**src/rtl/round_share_arbiter_pkg.sv**
```systemverilog
// Shared constants, width helper and channel-index type for the round-share arbiter slice.
package round_share_pkg;

    function automatic int unsigned clog2(input int unsigned value);
        int unsigned result;
        int unsigned span;
        result = 0;
        span   = 1;
        while (span < value) begin
            span   = span << 1;
            result = result + 1;
        end
        return result;
    endfunction

    localparam int unsigned DefNumCh    = 4;
    localparam int unsigned DefInWidth  = 35;
    localparam int unsigned DefOutWidth = 17;
    localparam int unsigned DefDepth    = 2;

    // Rounding constants for the default build: S, H = 2^(S-1), positive saturation value.
    localparam int unsigned       DefShift  = DefInWidth - DefOutWidth;
    localparam longint unsigned   DefHalf   = 64'd1 << (DefShift - 1);
    localparam longint unsigned   DefSatPos = (64'd1 << (DefOutWidth - 1)) - 64'd1;

    typedef logic [clog2(DefNumCh)-1:0] chan_t;

endpackage

```
**src/rtl/round_share_arbiter_if.sv**
```systemverilog
// Producer/consumer bus of the round-share arbiter: channel samples in, rounded tagged result out.
interface round_share_arbiter_if
    import round_share_pkg::*;
#(
    parameter int unsigned NumCh    = DefNumCh,
    parameter int unsigned InWidth  = DefInWidth,
    parameter int unsigned OutWidth = DefOutWidth
);
    localparam int unsigned ChW = clog2(NumCh);

    logic [NumCh*InWidth-1:0] Data_i;
    logic [NumCh-1:0]         DataNd_i;
    logic [NumCh-1:0]         Full_o;
    logic                     ClrOvf_i;
    logic [NumCh-1:0]         Overflow_o;
    logic [OutWidth-1:0]      Data_o;
    logic [ChW-1:0]           Chan_o;
    logic                     DataValid_o;

    modport master (
        output Data_i, DataNd_i, ClrOvf_i,
        input  Full_o, Overflow_o, Data_o, Chan_o, DataValid_o
    );

    modport slave (
        input  Data_i, DataNd_i, ClrOvf_i,
        output Full_o, Overflow_o, Data_o, Chan_o, DataValid_o
    );

endinterface

```
**src/rtl/round_sym_stage.sv**
```systemverilog
// Single registered symmetric-rounding adder (half away from zero) with positive saturation.
module round_sym_stage
    import round_share_pkg::*;
#(
    parameter int unsigned InWidth  = DefInWidth,
    parameter int unsigned OutWidth = DefOutWidth,
    parameter int unsigned ChW      = clog2(DefNumCh)
) (
    input  logic                Clk_i,
    input  logic                Rst_i,
    input  logic                in_vld,
    input  logic [InWidth-1:0]  in_data,
    input  logic [ChW-1:0]      in_chan,
    output logic                out_vld,
    output logic [OutWidth-1:0] out_data,
    output logic [ChW-1:0]      out_chan
);
    localparam int unsigned         Shift  = InWidth - OutWidth;
    localparam logic [InWidth:0]    Half   = (InWidth+1)'(1) << (Shift - 1);
    localparam logic [OutWidth-1:0] SatPos = {1'b0, {(OutWidth-1){1'b1}}};

    logic                neg;
    logic [InWidth:0]    sum;
    logic                sat;
    logic [OutWidth-1:0] rnd;
    logic                unused_low;

    // Negative inputs add H-1 so that exact halves round away from zero on both sides.
    always_comb begin
        neg = in_data[InWidth-1];
        sum = {in_data[InWidth-1], in_data} + Half - (InWidth+1)'(neg);
        sat = !neg && (sum[InWidth] != sum[InWidth-1]);
        rnd = sat ? SatPos : sum[InWidth-1 -: OutWidth];
    end

    assign unused_low = ^sum[Shift-1:0];

    always_ff @(posedge Clk_i or posedge Rst_i) begin
        if (Rst_i) begin
            out_vld  <= 1'b0;
            out_data <= '0;
            out_chan <= '0;
        end else begin
            out_vld <= in_vld;
            if (in_vld) begin
                out_data <= rnd;
                out_chan <= in_chan;
            end
        end
    end

endmodule

```
**src/rtl/round_share_arbiter.sv**
```systemverilog
// Per-channel holding FIFOs drained round-robin, one sample per cycle, into a shared rounding stage.
module round_share_arbiter
    import round_share_pkg::*;
#(
    parameter int unsigned NumCh    = DefNumCh,
    parameter int unsigned InWidth  = DefInWidth,
    parameter int unsigned OutWidth = DefOutWidth,
    parameter int unsigned Depth    = DefDepth
) (
    input logic                   Clk_i,
    input logic                   Rst_i,
    round_share_arbiter_if.slave  bus
);
    localparam int unsigned      ChW      = clog2(NumCh);
    localparam int unsigned      PtrW     = clog2(Depth);
    localparam int unsigned      CntW     = clog2(Depth + 1);
    localparam logic [CntW-1:0]  DepthCnt = CntW'(Depth);

    logic [NumCh-1:0]   nonempty;
    logic [NumCh-1:0]   full_q;
    logic [NumCh-1:0]   ovf_q;
    logic [InWidth-1:0] head [NumCh];
    logic [ChW-1:0]     last_q;
    logic [ChW-1:0]     gnt;
    logic               gnt_vld;

    // Search upward from the channel after the last grant, wrapping once around.
    always_comb begin
        logic [ChW-1:0] idx;
        gnt     = last_q;
        gnt_vld = 1'b0;
        idx     = '0;
        for (int unsigned i = 1; i <= NumCh; i++) begin
            idx = ChW'((32'(last_q) + i) % NumCh);
            if (!gnt_vld && nonempty[idx]) begin
                gnt     = idx;
                gnt_vld = 1'b1;
            end
        end
    end

    always_ff @(posedge Clk_i or posedge Rst_i) begin
        if (Rst_i) begin
            last_q <= ChW'(NumCh - 1);
        end else if (gnt_vld) begin
            last_q <= gnt;
        end
    end

    for (genvar c = 0; c < NumCh; c++) begin : g_ch
        logic [InWidth-1:0] mem_q [Depth];
        logic [PtrW-1:0]    wr_ptr_q;
        logic [PtrW-1:0]    rd_ptr_q;
        logic [CntW-1:0]    cnt_q;
        logic [CntW-1:0]    cnt_nxt;
        logic               full_r;
        logic               ovf_r;
        logic               pop;
        logic               push;
        logic               drop;

        // A full FIFO still accepts a sample when it is being popped in the same cycle.
        assign pop     = gnt_vld && (gnt == ChW'(c));
        assign push    = bus.DataNd_i[c] && ((cnt_q != DepthCnt) || pop);
        assign drop    = bus.DataNd_i[c] && !push;
        assign cnt_nxt = cnt_q + CntW'(push) - CntW'(pop);

        always_ff @(posedge Clk_i or posedge Rst_i) begin
            if (Rst_i) begin
                wr_ptr_q <= '0;
                rd_ptr_q <= '0;
                cnt_q    <= '0;
                full_r   <= 1'b0;
                ovf_r    <= 1'b0;
            end else begin
                if (push) wr_ptr_q <= wr_ptr_q + 1'b1;
                if (pop)  rd_ptr_q <= rd_ptr_q + 1'b1;
                cnt_q  <= cnt_nxt;
                full_r <= (cnt_nxt == DepthCnt);
                if (drop)              ovf_r <= 1'b1;
                else if (bus.ClrOvf_i) ovf_r <= 1'b0;
            end
        end

        always_ff @(posedge Clk_i) begin
            if (push) mem_q[wr_ptr_q] <= bus.Data_i[c*InWidth +: InWidth];
        end

        assign nonempty[c] = (cnt_q != '0);
        assign head[c]     = mem_q[rd_ptr_q];
        assign full_q[c]   = full_r;
        assign ovf_q[c]    = ovf_r;
    end

    assign bus.Full_o     = full_q;
    assign bus.Overflow_o = ovf_q;

    round_sym_stage #(
        .InWidth  (InWidth),
        .OutWidth (OutWidth),
        .ChW      (ChW)
    ) u_round (
        .Clk_i    (Clk_i),
        .Rst_i    (Rst_i),
        .in_vld   (gnt_vld),
        .in_data  (head[gnt]),
        .in_chan  (gnt),
        .out_vld  (bus.DataValid_o),
        .out_data (bus.Data_o),
        .out_chan (bus.Chan_o)
    );

endmodule

```
**src/flat_wrapper.sv**
```systemverilog
// flat-port wrapper written by rule: the top's interface ports become plain ports
module round_share_arbiter_flat import round_share_pkg::*;
#(
    parameter int unsigned NumCh    = DefNumCh,
    parameter int unsigned InWidth  = DefInWidth,
    parameter int unsigned OutWidth = DefOutWidth,
    parameter int unsigned Depth    = DefDepth
)
  (Clk_i, Rst_i, bus_Data_i, bus_DataNd_i, bus_ClrOvf_i, bus_Full_o, bus_Overflow_o, bus_Data_o, bus_Chan_o, bus_DataValid_o);
  round_share_arbiter_if #(.NumCh(NumCh), .InWidth(InWidth), .OutWidth(OutWidth)) bus_i ();
  input logic Clk_i;
  input logic Rst_i;
  input wire logic [$bits(bus_i.Data_i)-1:0] bus_Data_i;
  input wire logic [$bits(bus_i.DataNd_i)-1:0] bus_DataNd_i;
  input wire logic [$bits(bus_i.ClrOvf_i)-1:0] bus_ClrOvf_i;
  output wire logic [$bits(bus_i.Full_o)-1:0] bus_Full_o;
  output wire logic [$bits(bus_i.Overflow_o)-1:0] bus_Overflow_o;
  output wire logic [$bits(bus_i.Data_o)-1:0] bus_Data_o;
  output wire logic [$bits(bus_i.Chan_o)-1:0] bus_Chan_o;
  output wire logic [$bits(bus_i.DataValid_o)-1:0] bus_DataValid_o;
  assign bus_i.Data_i = bus_Data_i;
  assign bus_i.DataNd_i = bus_DataNd_i;
  assign bus_i.ClrOvf_i = bus_ClrOvf_i;
  assign bus_Full_o = bus_i.Full_o;
  assign bus_Overflow_o = bus_i.Overflow_o;
  assign bus_Data_o = bus_i.Data_o;
  assign bus_Chan_o = bus_i.Chan_o;
  assign bus_DataValid_o = bus_i.DataValid_o;
  round_share_arbiter #(.NumCh(NumCh), .InWidth(InWidth), .OutWidth(OutWidth), .Depth(Depth)) u_core (.Clk_i(Clk_i), .Rst_i(Rst_i), .bus(bus_i));
endmodule
```
**config.mk**
```make
export PLATFORM = sky130hd
export DESIGN_NAME = round_share_arbiter_flat
export DESIGN_NICKNAME = d
export VERILOG_FILES = /design/src/rtl/round_share_arbiter_pkg.sv /design/src/rtl/round_share_arbiter_if.sv /design/src/rtl/round_sym_stage.sv /design/src/rtl/round_share_arbiter.sv /design/src/flat_wrapper.sv
export SDC_FILE = /design/constraint.sdc
export NUM_CORES = 1
export LEC_CHECK = 0
export ABC_AREA = 1
export CAP_MARGIN = 20
export CORE_ASPECT_RATIO = 0.5
export CORE_UTILIZATION = 38
export CTS_CLUSTER_DIAMETER = 80
export DETAILED_ROUTE_END_ITERATION = 8
export GPL_ROUTABILITY_DRIVEN = 1
export GPL_TIMING_DRIVEN = 0
export SYNTH_ARGS = -nofsm -noshare
export SYNTH_HDL_FRONTEND = slang
export SYNTH_SLANG_ARGS = --single-unit
```
**constraint.sdc**
```tcl
create_clock -name Clk_i -period 4.29 [get_ports Clk_i]
set_clock_uncertainty 0.1 [all_clocks]
set_input_delay 0.858 -clock Clk_i [delete_from_list [all_inputs] [get_ports Clk_i]]
set_output_delay 0.858 -clock Clk_i [all_outputs]
set_load 0.01 [all_outputs]
```
# After elaboration in Yosys (flattened, before gate mapping)
# Memory sizes are Yosys's and may differ from the RTL's.
# Cells that the tools add are included.
dict set report word_totals {
  regBits 46
  ramBits 280
  input_bits 147
  word_cells 138
  mem_count 4
}
# memory words word_bits read_ports rd_ports_with_merged_regs wr line_no
set mem_list {}
lappend mem_list {{u_core.g_ch[0].mem_q} 2 35 1 0 1 round_share_arbiter.sv:51} ;# logic [InWidth-1:0] mem_q [Depth];
lappend mem_list {{u_core.g_ch[1].mem_q} 2 35 1 0 1 round_share_arbiter.sv:51}
lappend mem_list {{u_core.g_ch[2].mem_q} 2 35 1 0 1 round_share_arbiter.sv:51}
lappend mem_list {{u_core.g_ch[3].mem_q} 2 35 1 0 1 round_share_arbiter.sv:51}
dict set report op_classes {
  addsub 22
  n_lt_le_gt_ge 5
  eq_ne 12
  n_mux 33
  n_bitwise 1
  reduce_logical 37
}
# operator count
set op_table {}
lappend op_table {{binary-select mux 35 bit (select 2 bit)} 1}
lappend op_table {{two-way mux 35 bit} 2}
lappend op_table {{adder 35 x 19 -> 36 bit (second input constant)} 1}
lappend op_table {{subtractor 36 x 1 -> 36 bit} 1}
lappend op_table {{two-way mux 1 bit} 21}
lappend op_table {{two-way mux 17 bit} 1}
lappend op_table {{logical AND 1 bit} 16}
lappend op_table {{nonzero test 2 bit} 8}
lappend op_table {{== test 2 bit (second input constant)} 6}
lappend op_table {{< comparator 2 x 3 -> 1 bit (second input constant)} 4}
lappend op_table {{adder 1 bit (second input constant)} 8}
lappend op_table {{adder 2 x 1 -> 2 bit} 4}
lappend op_table {{binary-select mux 1 bit (select 2 bit)} 4}
lappend op_table {{logical NOT 1 bit} 8}
lappend op_table {{two-way mux 2 bit} 4}
lappend op_table {{inequality test 2 bit (second input constant)} 4}
lappend op_table {{subtractor 2 x 1 -> 2 bit} 4}
lappend op_table {{adder 2 x 1 -> 2 bit (second input constant)} 2}
lappend op_table {{adder 2 bit (second input constant)} 2}
lappend op_table {{logical OR 1 bit} 4}
lappend op_table {{>= comparator 3 bit (second input constant)} 1}
lappend op_table {{inverter 2 -> 3 bit} 1}
lappend op_table {{== test 2 x 1 -> 1 bit (second input constant)} 1}
lappend op_table {{logical NOT 2 bit} 1}
lappend op_table {{inequality test 1 bit} 1}

# Depth between registers and ports, before layout
# Gate-level depths: netlist of the first run.
dict set report depth {
  ltp_word 22
  ltp_mapped 34
  ltp_nobuf 31
}

# Hierarchy
# A second synthesis of the first run with hierarchy kept.
dict set report unflattened {
  hier_cells 1458
  hier_area_um2 15424.8
}
# mod n_inst cells_per_inst area_each_um2
set modules_own_cells {}
lappend modules_own_cells {round_share_arbiter 1 970 12483.2}
lappend modules_own_cells {round_sym_stage 1 488 2941.6}

# Least setup slack after synthesis of the first run
# No wires, ideal clock.
dict set report synth_timing {
  path_type {reg-to-reg}
  start {register u_core.last_q[0]}
  end {register u_core.u_round.out_data[10]}
  setup_ps 118
  t_arrival_ps 4187
  slack_ps -115
  stages_incl_launch_ff 33
  cell_sequence {dfstp_2 > buf_6 > inv_6 > nand2_1 > nand2_4 > nand3_2 > nand2_4 > nand2_2 > nand3_2 > nand2_4 > buf_2 > clkbuf_1 > o21ai_0 > o211ai_1 > o21ai_0 > inv_1 > ha_1 > nand2_1 > nor2_1 > inv_1 > nor2_1 > nor2_1 > o21ai_0 > a221oi_1 > nand3_2 > nand2_1 > nand2_1 > inv_1 > nand3_1 > nand3_4 > nand2_4 > nor2_2 > nor2_2}
}
dict set report synth_between {
  elab_chain_len 22
  word_cells_on_any_way 36
  cone_classes {add/sub (6); eq/ne (1); mux (20); bitwise (1); reduce/logical (8)}
}
# item line_no
set synth_rtl {}
lappend synth_rtl {{start, declared} round_share_arbiter.sv:23} ;# logic [ChW-1:0] last_q;
lappend synth_rtl {{start signal, assigned} round_share_arbiter.sv:44} ;# last_q <= ChW'(NumCh - 1);
lappend synth_rtl {{start signal, assigned} round_share_arbiter.sv:46} ;# last_q <= gnt;
lappend synth_rtl {{adder 2 x 1 -> 2 bit} round_share_arbiter.sv:34} ;# idx = ChW'((32'(last_q) + i) % NumCh);
lappend synth_rtl {{binary-select mux 1 bit (select 2 bit)} round_share_arbiter.sv:35} ;# if (!gnt_vld && nonempty[idx]) begin
lappend synth_rtl {{two-way mux 1 bit (implied by the code)} round_share_arbiter.sv:35}
lappend synth_rtl {{two-way mux 1 bit} round_share_arbiter.sv:35}
lappend synth_rtl {{logical NOT 1 bit} round_share_arbiter.sv:35}
lappend synth_rtl {{logical AND 1 bit} round_share_arbiter.sv:35}
lappend synth_rtl {{two-way mux 1 bit} round_share_arbiter.sv:35}
lappend synth_rtl {{logical NOT 1 bit} round_share_arbiter.sv:35}
lappend synth_rtl {{[5 not listed]} --}
lappend synth_rtl {{inverter 2 -> 3 bit (implied by the code)} round_share_arbiter.sv:106} ;# .in_data (head[gnt]),
lappend synth_rtl {{binary-select mux 35 bit (select 2 bit)} round_share_arbiter.sv:106}
lappend synth_rtl {{two-way mux 35 bit (implied by the code) (2 in series)} round_share_arbiter.sv:106}
lappend synth_rtl {{adder 35 x 19 -> 36 bit} round_sym_stage.sv:31} ;# sum = {in_data[InWidth-1], in_data} + Half - (InWidth+1)'(neg);
lappend synth_rtl {{subtractor 36 x 1 -> 36 bit} round_sym_stage.sv:31}
lappend synth_rtl {{inequality test 1 bit} round_sym_stage.sv:32} ;# sat = !neg && (sum[InWidth] != sum[InWidth-1]);
lappend synth_rtl {{logical AND 1 bit} round_sym_stage.sv:32}
lappend synth_rtl {{two-way mux 17 bit} round_sym_stage.sv:33} ;# rnd = sat ? SatPos : sum[InWidth-1 -: OutWidth];
lappend synth_rtl {{end signal, assigned} round_sym_stage.sv:46} ;# out_data <= rnd;
lappend synth_rtl {{end, declared} round_sym_stage.sv:15} ;# output logic [OutWidth-1:0] out_data,
# Parallel ways exist; a longest one is shown, timed or not. The select of a mux whose other input is x is not followed.
# A chain may end at the register's enable or synchronous reset.

# Worst setup path in the final report of the first run
dict set report layout_timing {
  start {register u_core.last_q[0]}
  end {register u_core.u_round.out_data[14]}
}
# Same word-level chain as after synthesis.

==> metrics, run 1 <==
pre-CTS worst setup slack=-1220 ps; insertion delay to the later sink of the worst-skew pair=600 ps; count of boundary I/O pins=175; clock tree from TritonCTS=done; kind of start point of the critical path=register; floorplan die area=around 41,000 µm²; most used cells in the layout excluding fill and tap cells=475 x sky130_fd_sc_hd__nand2_1, 280 x sky130_fd_sc_hd__edfxtp_1, 174 x sky130_fd_sc_hd__clkdlybuf4s50_1, 170 x sky130_fd_sc_hd__nor2_1, 93 x sky130_fd_sc_hd__inv_1; total detailed-routing wirelength=between 40,000 and 50,000 µm; capturing point of the worst reg2reg path=u_core.u_round.out_data[14]; average cell area after synthesis=around 10 µm²; Worst setup EP type=register; Filler Cell Count=~3,600; GRT Resource Usage Total=0.200; final hold slack=slightly below 400 ps; via count of the first global-routing pass=roughly 11,000; R2R cell count=33; final-stage net count=roughly 2,000; residual DRC count=0; most common library cell in the layout ignoring fill and taps=sky130_fd_sc_hd__nand2_1; startpoint of the worst-slack reg-to-reg timing path=u_core.last_q[0]; layout cells sized above 1=0.147; EDFF count, synth=280; antenna violations before repair=0; Initial Util=0.390; row cnt=a little over 50; CTS Sinks=around 330; post-route setup slack=-210 ps; first drt pass iteration count=5; Req. time, crit path=~4700 ps; post-DP HPWL=30,900 µm; startpoint of the most critical setup path=u_core.last_q[0]; final count of hold timing violations=0; period utilization=1.05; max capacitance violation total=0; mapped cell area=~15,000 µm²; Data arrival, critical path=just under 5000 ps; FF+latch area=approximately 9600 µm²; number of clock buffers inserted by TritonCTS=31; global-route wire length before repair=~62,000 µm; Setup Viol. Count Final=17; worst-path maximum fanout=9; Vert. Die Dim=about 140 µm; prevailing post-synth register cell=sky130_fd_sc_hd__edfxtp_1; CP Capture Point=u_core.u_round.out_data[14]; Final GP Congestion=between 0.9 and 1; Worst path slowest cell=sky130_fd_sc_hd__dfstp_2; Post-Synthesis Cells=1,541; largest net degree at the start of global routing=42; total via count in the routed design=11,381; root buffer selected by CTS=sky130_fd_sc_hd__clkbuf_16; share of synthesized area occupied by flip-flops and latches=0.624; Critical Setup Path Class=register to register; async set or reset register ratio after synthesis=0.141; die width=286 µm; Worst R2R Setup Slack=-210 ps; most numerous cell on the critical path=sky130_fd_sc_hd__nand2_2; count of routing violations after the opening detailed-route iteration=756; total nets after synthesis=1,729; P&R area growth vs syn=30.4%; via-per-instance ratio=4.88; Bufs on Longest Clock Path=3; clock-pin transition on the worst setup and hold timing paths=~70 ps; setup repair after global routing missed its margin=yes; Slew Limit Fails=0; violations in the final reports=negative setup slack; timing-limited maximum frequency=222 MHz; delay of the slowest critical-path stage=between 500 and 600 ps; distinct cell type count of the synthesized netlist=41; post-route antenna net violation count=0; number of H-tree levels=1; synthesized flop and latch total=between 300 and 400; post-detailed-route wirelength per cell=between 15 and 20 µm; worst relative slew slack=0.520; actual transition at the worst max-transition pin=between 700 and 800 ps; total of warnings raised by yosys=0; Min-Delay Path Class=input pin to async pin; status=finished with violations; Core Footprint=between 30,000 and 40,000 µm²; number of inserted diodes=0; Congestion Overflow GR=0; area of the multi-input gates=roughly 5700 µm²; number of input and output port buffers inserted=about 170; minimum period implied by the final worst setup slack=roughly 4500 ps; cts hold-fix bufs=0
## worst max-delay path, delay by kind of cell (launching register included)
kind | cells | cell delay [ps]
buffers and inverters | 7 | 850
AND/OR/NAND/NOR | 21 | 1780
AO/OA/AOI/OAI | 4 | 800
adder cells (fa/ha/maj) | 1 | 240
flip-flops | 1 | 580
## synth_stat cells (2+ instances only)
library cell / instances / area share
sky130_fd_sc_hd__nand2_1: 494 / 0.12
sky130_fd_sc_hd__edfxtp_1: 280 / 0.55
sky130_fd_sc_hd__nor2_1: 182 / 0.045
sky130_fd_sc_hd__inv_1: 96 / 0.024
sky130_fd_sc_hd__o21ai_0: 76 / 0.025
sky130_fd_sc_hd__nand3_1: 68 / 0.022
sky130_fd_sc_hd__a21oi_1: 48 / 0.016
sky130_fd_sc_hd__clkbuf_1: 44 / 0.011
sky130_fd_sc_hd__dfrtp_1: 44 / 0.072
sky130_fd_sc_hd__ha_1: 41 / 0.033
sky130_fd_sc_hd__a31oi_1: 22 / 0.0090
sky130_fd_sc_hd__xor2_1: 20 / 0.011
sky130_fd_sc_hd__nand2_2: 19 / 0.0078
sky130_fd_sc_hd__nor2_2: 15 / 0.0061
sky130_fd_sc_hd__nor3_1: 10 / 0.0033
sky130_fd_sc_hd__o211ai_1: 10 / 0.0049
sky130_fd_sc_hd__buf_4: 8 / 0.0039
sky130_fd_sc_hd__nand2_4: 7 / 0.0051
sky130_fd_sc_hd__mux2i_1: 6 / 0.0039
sky130_fd_sc_hd__nand3_2: 6 / 0.0039
sky130_fd_sc_hd__o21a_1: 6 / 0.0029
sky130_fd_sc_hd__buf_1: 4 / 0.00098
sky130_fd_sc_hd__clkinv_1: 3 / 0.00073
sky130_fd_sc_hd__nand3b_1: 3 / 0.0015
sky130_fd_sc_hd__nand4_1: 3 / 0.0012
sky130_fd_sc_hd__a211oi_1: 2 / 0.00098
sky130_fd_sc_hd__a221oi_1: 2 / 0.0011
sky130_fd_sc_hd__buf_2: 2 / 0.00065
sky130_fd_sc_hd__buf_6: 2 / 0.0015
sky130_fd_sc_hd__dfstp_2: 2 / 0.0034
sky130_fd_sc_hd__inv_2: 2 / 0.00049
sky130_fd_sc_hd__nand3_4: 2 / 0.0023
sky130_fd_sc_hd__nor4_1: 2 / 0.00082
sky130_fd_sc_hd__o21ai_1: 2 / 0.00065
sky130_fd_sc_hd__xnor2_1: 2 / 0.0011
## area by class of cell
class                      instances  share of cell area
sequential                       326               0.478
multi-input combinational       1053               0.284
timing repair buffer             208               0.109
clock buffer                      33              0.0402
tap                              530              0.0332
buffer                            57              0.0208
inverter                         102              0.0198
clock inverter                    25              0.0152
## worst min-delay path by stage
stage / from / to / cells after the start
3_5_place_dp: u_core.u_round.out_data[5] / u_core.u_round.out_data[5] / 2
2_1_floorplan: u_core.g_ch[0].wr_ptr_q / u_core.g_ch[0].wr_ptr_q / 2
5_1_grt: Rst_i / u_core.g_ch[1].wr_ptr_q / 2
4_1_cts: Rst_i / u_core.g_ch[1].wr_ptr_q / 2
3_3_place_gp: u_core.u_round.out_data[5] / u_core.u_round.out_data[5] / 2
6_report: Rst_i / u_core.g_ch[1].wr_ptr_q / 2
## per-stage QoR
step	setup TNS [ps]	instance area, µm²	util	std cells
finish	-2960	20000	0.509	2334
global route	-6430	20000	0.509	2334
CTS	-1920	19500	0.497	2323
detailed placement	-19000	18000	0.458	2254
global placement	-366640	17700	0.451	2245
floorplan	0	15300	-	1541
## cells by family (layout without fill, tap and decap cells)
kind of cell,Yosys count,after routing,share of synthesized area
xor+xnor,22,22,0.0126
flops,326,326,0.624
buf+inv,162,425,0.0431
simple gates,814,814,0.222
fa+ha+maj,41,41,0.0335
mux,6,6,0.00392
compound gates,170,170,0.0612
## sequential cells by signal, summed over array words and instances, names as in the netlist, 2 cells and up
| register | cells |
|---|---|
| u_core.g_ch.cnt_q | 8 |
| u_core.g_ch.full_r | 4 |
| u_core.g_ch.mem_q | 280 |
| u_core.g_ch.ovf_r | 4 |
| u_core.g_ch.rd_ptr_q | 4 |
| u_core.g_ch.wr_ptr_q | 4 |
| u_core.last_q | 2 |
| u_core.u_round.out_chan | 2 |
| u_core.u_round.out_data | 17 |
## layer usage
| layer | wire length [µm] | track usage | up-vias | share of wire |
|---|---|---|---|---|
| met5 | 0 | 0 | - | 0 |
| met1 | 19200 | 0.274 | 5439 | 0.46 |
| met4 | 867 | 0.0495 | 0 | 0.021 |
| li1 | - | - | 5658 | - |
| met3 | 1980 | 0.0304 | 49 | 0.047 |
| met2 | 19800 | 0.336 | 235 | 0.47 |
## repair_timing
item,CTS,global route
pin swaps,21,11
buffers inserted,14,8
gates cloned,0,3
setup endpoints to repair,17,17
endpoints found under the hold margin,0,0
resized for setup,104,99
Power of run 1 is not shown: default switching activity piles up to over one toggle a cycle in this logic, so the estimate is an artifact.
==> inputs of run 2 (changes only) <==
Settings changed: CORE_UTILIZATION 38 to 42.
==> metrics, run 2 (synthesized netlist as in run 1, its figures left out) <==
timing-limited maximum frequency=between 200 and 250 MHz; number of input and output port buffers inserted=174; Worst setup EP type=register; Fin Setup TNS=-3030 ps; Worst R2R Setup Slack=-230 ps; post-DP HPWL=a little over 30,000 µm; highest routed layer=met4; number of H-tree levels=1; Hold Path Origin=u_core.u_round.out_chan[1]; delay of the slowest critical-path stage=between 500 and 600 ps; Req. time, crit path=4660 ps; insertion delay to the later sink of the worst-skew pair=600 ps; final cell utilization of the core=0.563; total via count in the routed design=around 12,000; Min-Delay Path Class=register to register; worst-path maximum fanout=8; post-route setup slack=-227 ps; post-detailed-route wirelength per cell=around 18 µm; Setup Viol. Count Final=17; startpoint of the most critical setup path=u_core.last_q[0]; Layout Cell Area excl Fill=20,200 µm²; capturing point of the worst reg2reg path=u_core.u_round.out_data[12]; residual DRC count=0; Worst path slowest cell=sky130_fd_sc_hd__dfstp_2; Final GP Congestion=between 0.9 and 1; status=finished with violations; met2 WL=~19,000 µm; Initial Util=0.427; via-per-instance ratio=roughly 5.0; Critical Setup Path Class=register to register; largest net degree at the start of global routing=31; via count of the first global-routing pass=about 11,000; sum of met3 wire segment lengths after detailed routing=2150 µm; setup repair after global routing missed its margin=yes; final-stage net count=between 1,500 and 2,000; root buffer selected by CTS=sky130_fd_sc_hd__clkbuf_16; clock tree from TritonCTS=done; flip-flop count of the largest register, all copies and words added=280; Vert. Die Dim=137 µm; period utilization=1.05; global-route wire length before repair=approximately 63,000 µm; post-route antenna net violation count=0; Congestion Overflow GR=0; actual transition at the worst max-transition pin=699 ps; first drt pass iteration count=5; floorplan die area=37,300 µm²; antenna violations before repair=1; max capacitance violation total=0; final count of hold timing violations=0; top flop regs=u_core.g_ch.mem_q: 280 flops, u_core.u_round.out_data: 17 flops, u_core.g_ch.cnt_q: 8 flops; die width=~270 µm; count of boundary I/O pins=175; Bufs on Longest Clock Path=3; Slew Limit Fails=0; P&R area growth vs syn=31.9%; total detailed-routing wirelength=42,200 µm; violations in the final reports=negative setup slack; Core Footprint=approximately 36,000 µm²; CTS Sinks=326; R2R cell count=29; most numerous cell on the critical path=sky130_fd_sc_hd__nand2_2; number of clock buffers inserted by TritonCTS=30; register with the most flip-flops=u_core.g_ch.mem_q; kind of start point of the critical path=register; Data arrival, critical path=4890 ps; most common library cell in the layout ignoring fill and taps=sky130_fd_sc_hd__nand2_1; layout cells sized above 1=0.161; final hold slack=423 ps; met1 layer wirelength in the final routing=around 20,000 µm; worst relative slew slack=0.534; clock-pin transition on the worst setup and hold timing paths=70 ps; most used cells in the layout excluding fill and tap cells=471 x sky130_fd_sc_hd__nand2_1, 280 x sky130_fd_sc_hd__edfxtp_1, 174 x sky130_fd_sc_hd__clkdlybuf4s50_1, 166 x sky130_fd_sc_hd__nor2_1, 93 x sky130_fd_sc_hd__inv_1; cell area reported after detailed placement=17,900 µm²; count of routing violations after the opening detailed-route iteration=slightly below 800; CP Capture Point=u_core.u_round.out_data[12]; minimum period implied by the final worst setup slack=roughly 4500 ps; GRT Resource Usage Total=0.225; startpoint of the worst-slack reg-to-reg timing path=u_core.last_q[0]; row cnt=49
## run 2: worst min-delay path by stage
| stage | end | slack [ps] | cells after the start |
|---|---|---|---|
| 6_report | u_core.u_round.out_chan[1] | 420 | 2 |
| 5_1_grt | u_core.g_ch[3].ovf_r | 470 | 2 |
| 4_1_cts | u_core.u_round.out_chan[1] | 430 | 2 |
| 3_5_place_dp | u_core.u_round.out_chan[1] | 410 | 2 |
| 3_3_place_gp | u_core.u_round.out_chan[1] | 400 | 2 |
| 2_1_floorplan | u_core.g_ch[0].wr_ptr_q | 390 | 2 |
## run 2: what timing repair did
action / 4_1_cts / 5_1_grt
endpoints found under the setup margin: 17 / 17
hold buffers: 0 / 0
gates resized for setup: 166 / 57
setup buffers: 31 / 15
cloned: 1 / 0
pin swaps: 28 / 35
## run 2: stage by stage
stage          worst slack [ps]  std cells
2_1_floorplan              52.3       1541
3_3_place_gp              -1510       2199
3_5_place_dp              -1350       2208
4_1_cts                    -114       2292
5_1_grt                    -435       2308
6_report                   -227       2308
## run 2: final cells by class
class / count / area, µm²
plain buffers: 57 / 459
fillers: 3133 / 15700
well taps: 484 / 606
clock buffers: 40 / 808
repair buffers: 230 / 2360
diodes: 1 / 2.50
multi-input cells: 1053 / 5810
flip-flops and latches: 326 / 9560
clock inverters: 15 / 229
inverters: 102 / 399
## run 2: worst max-delay path: cells and delay by family (launching register included)
kind | cells | cell delay (ps)
simple gates | 15 | 1460
compound gates | 6 | 1130
buf+inv | 7 | 740
flops | 1 | 530
fa+ha+maj | 1 | 380
## run 2: per-layer routing
| layer | global-route usage | vias up |
|---|---|---|
| met4 | 0.0521 | 0 |
| met1 | 0.324 | 5569 |
| met5 | 0 | - |
| met2 | 0.358 | 257 |
| li1 | - | 5702 |
| met3 | 0.0356 | 53 |
Power of run 2 is left out for the same reason.
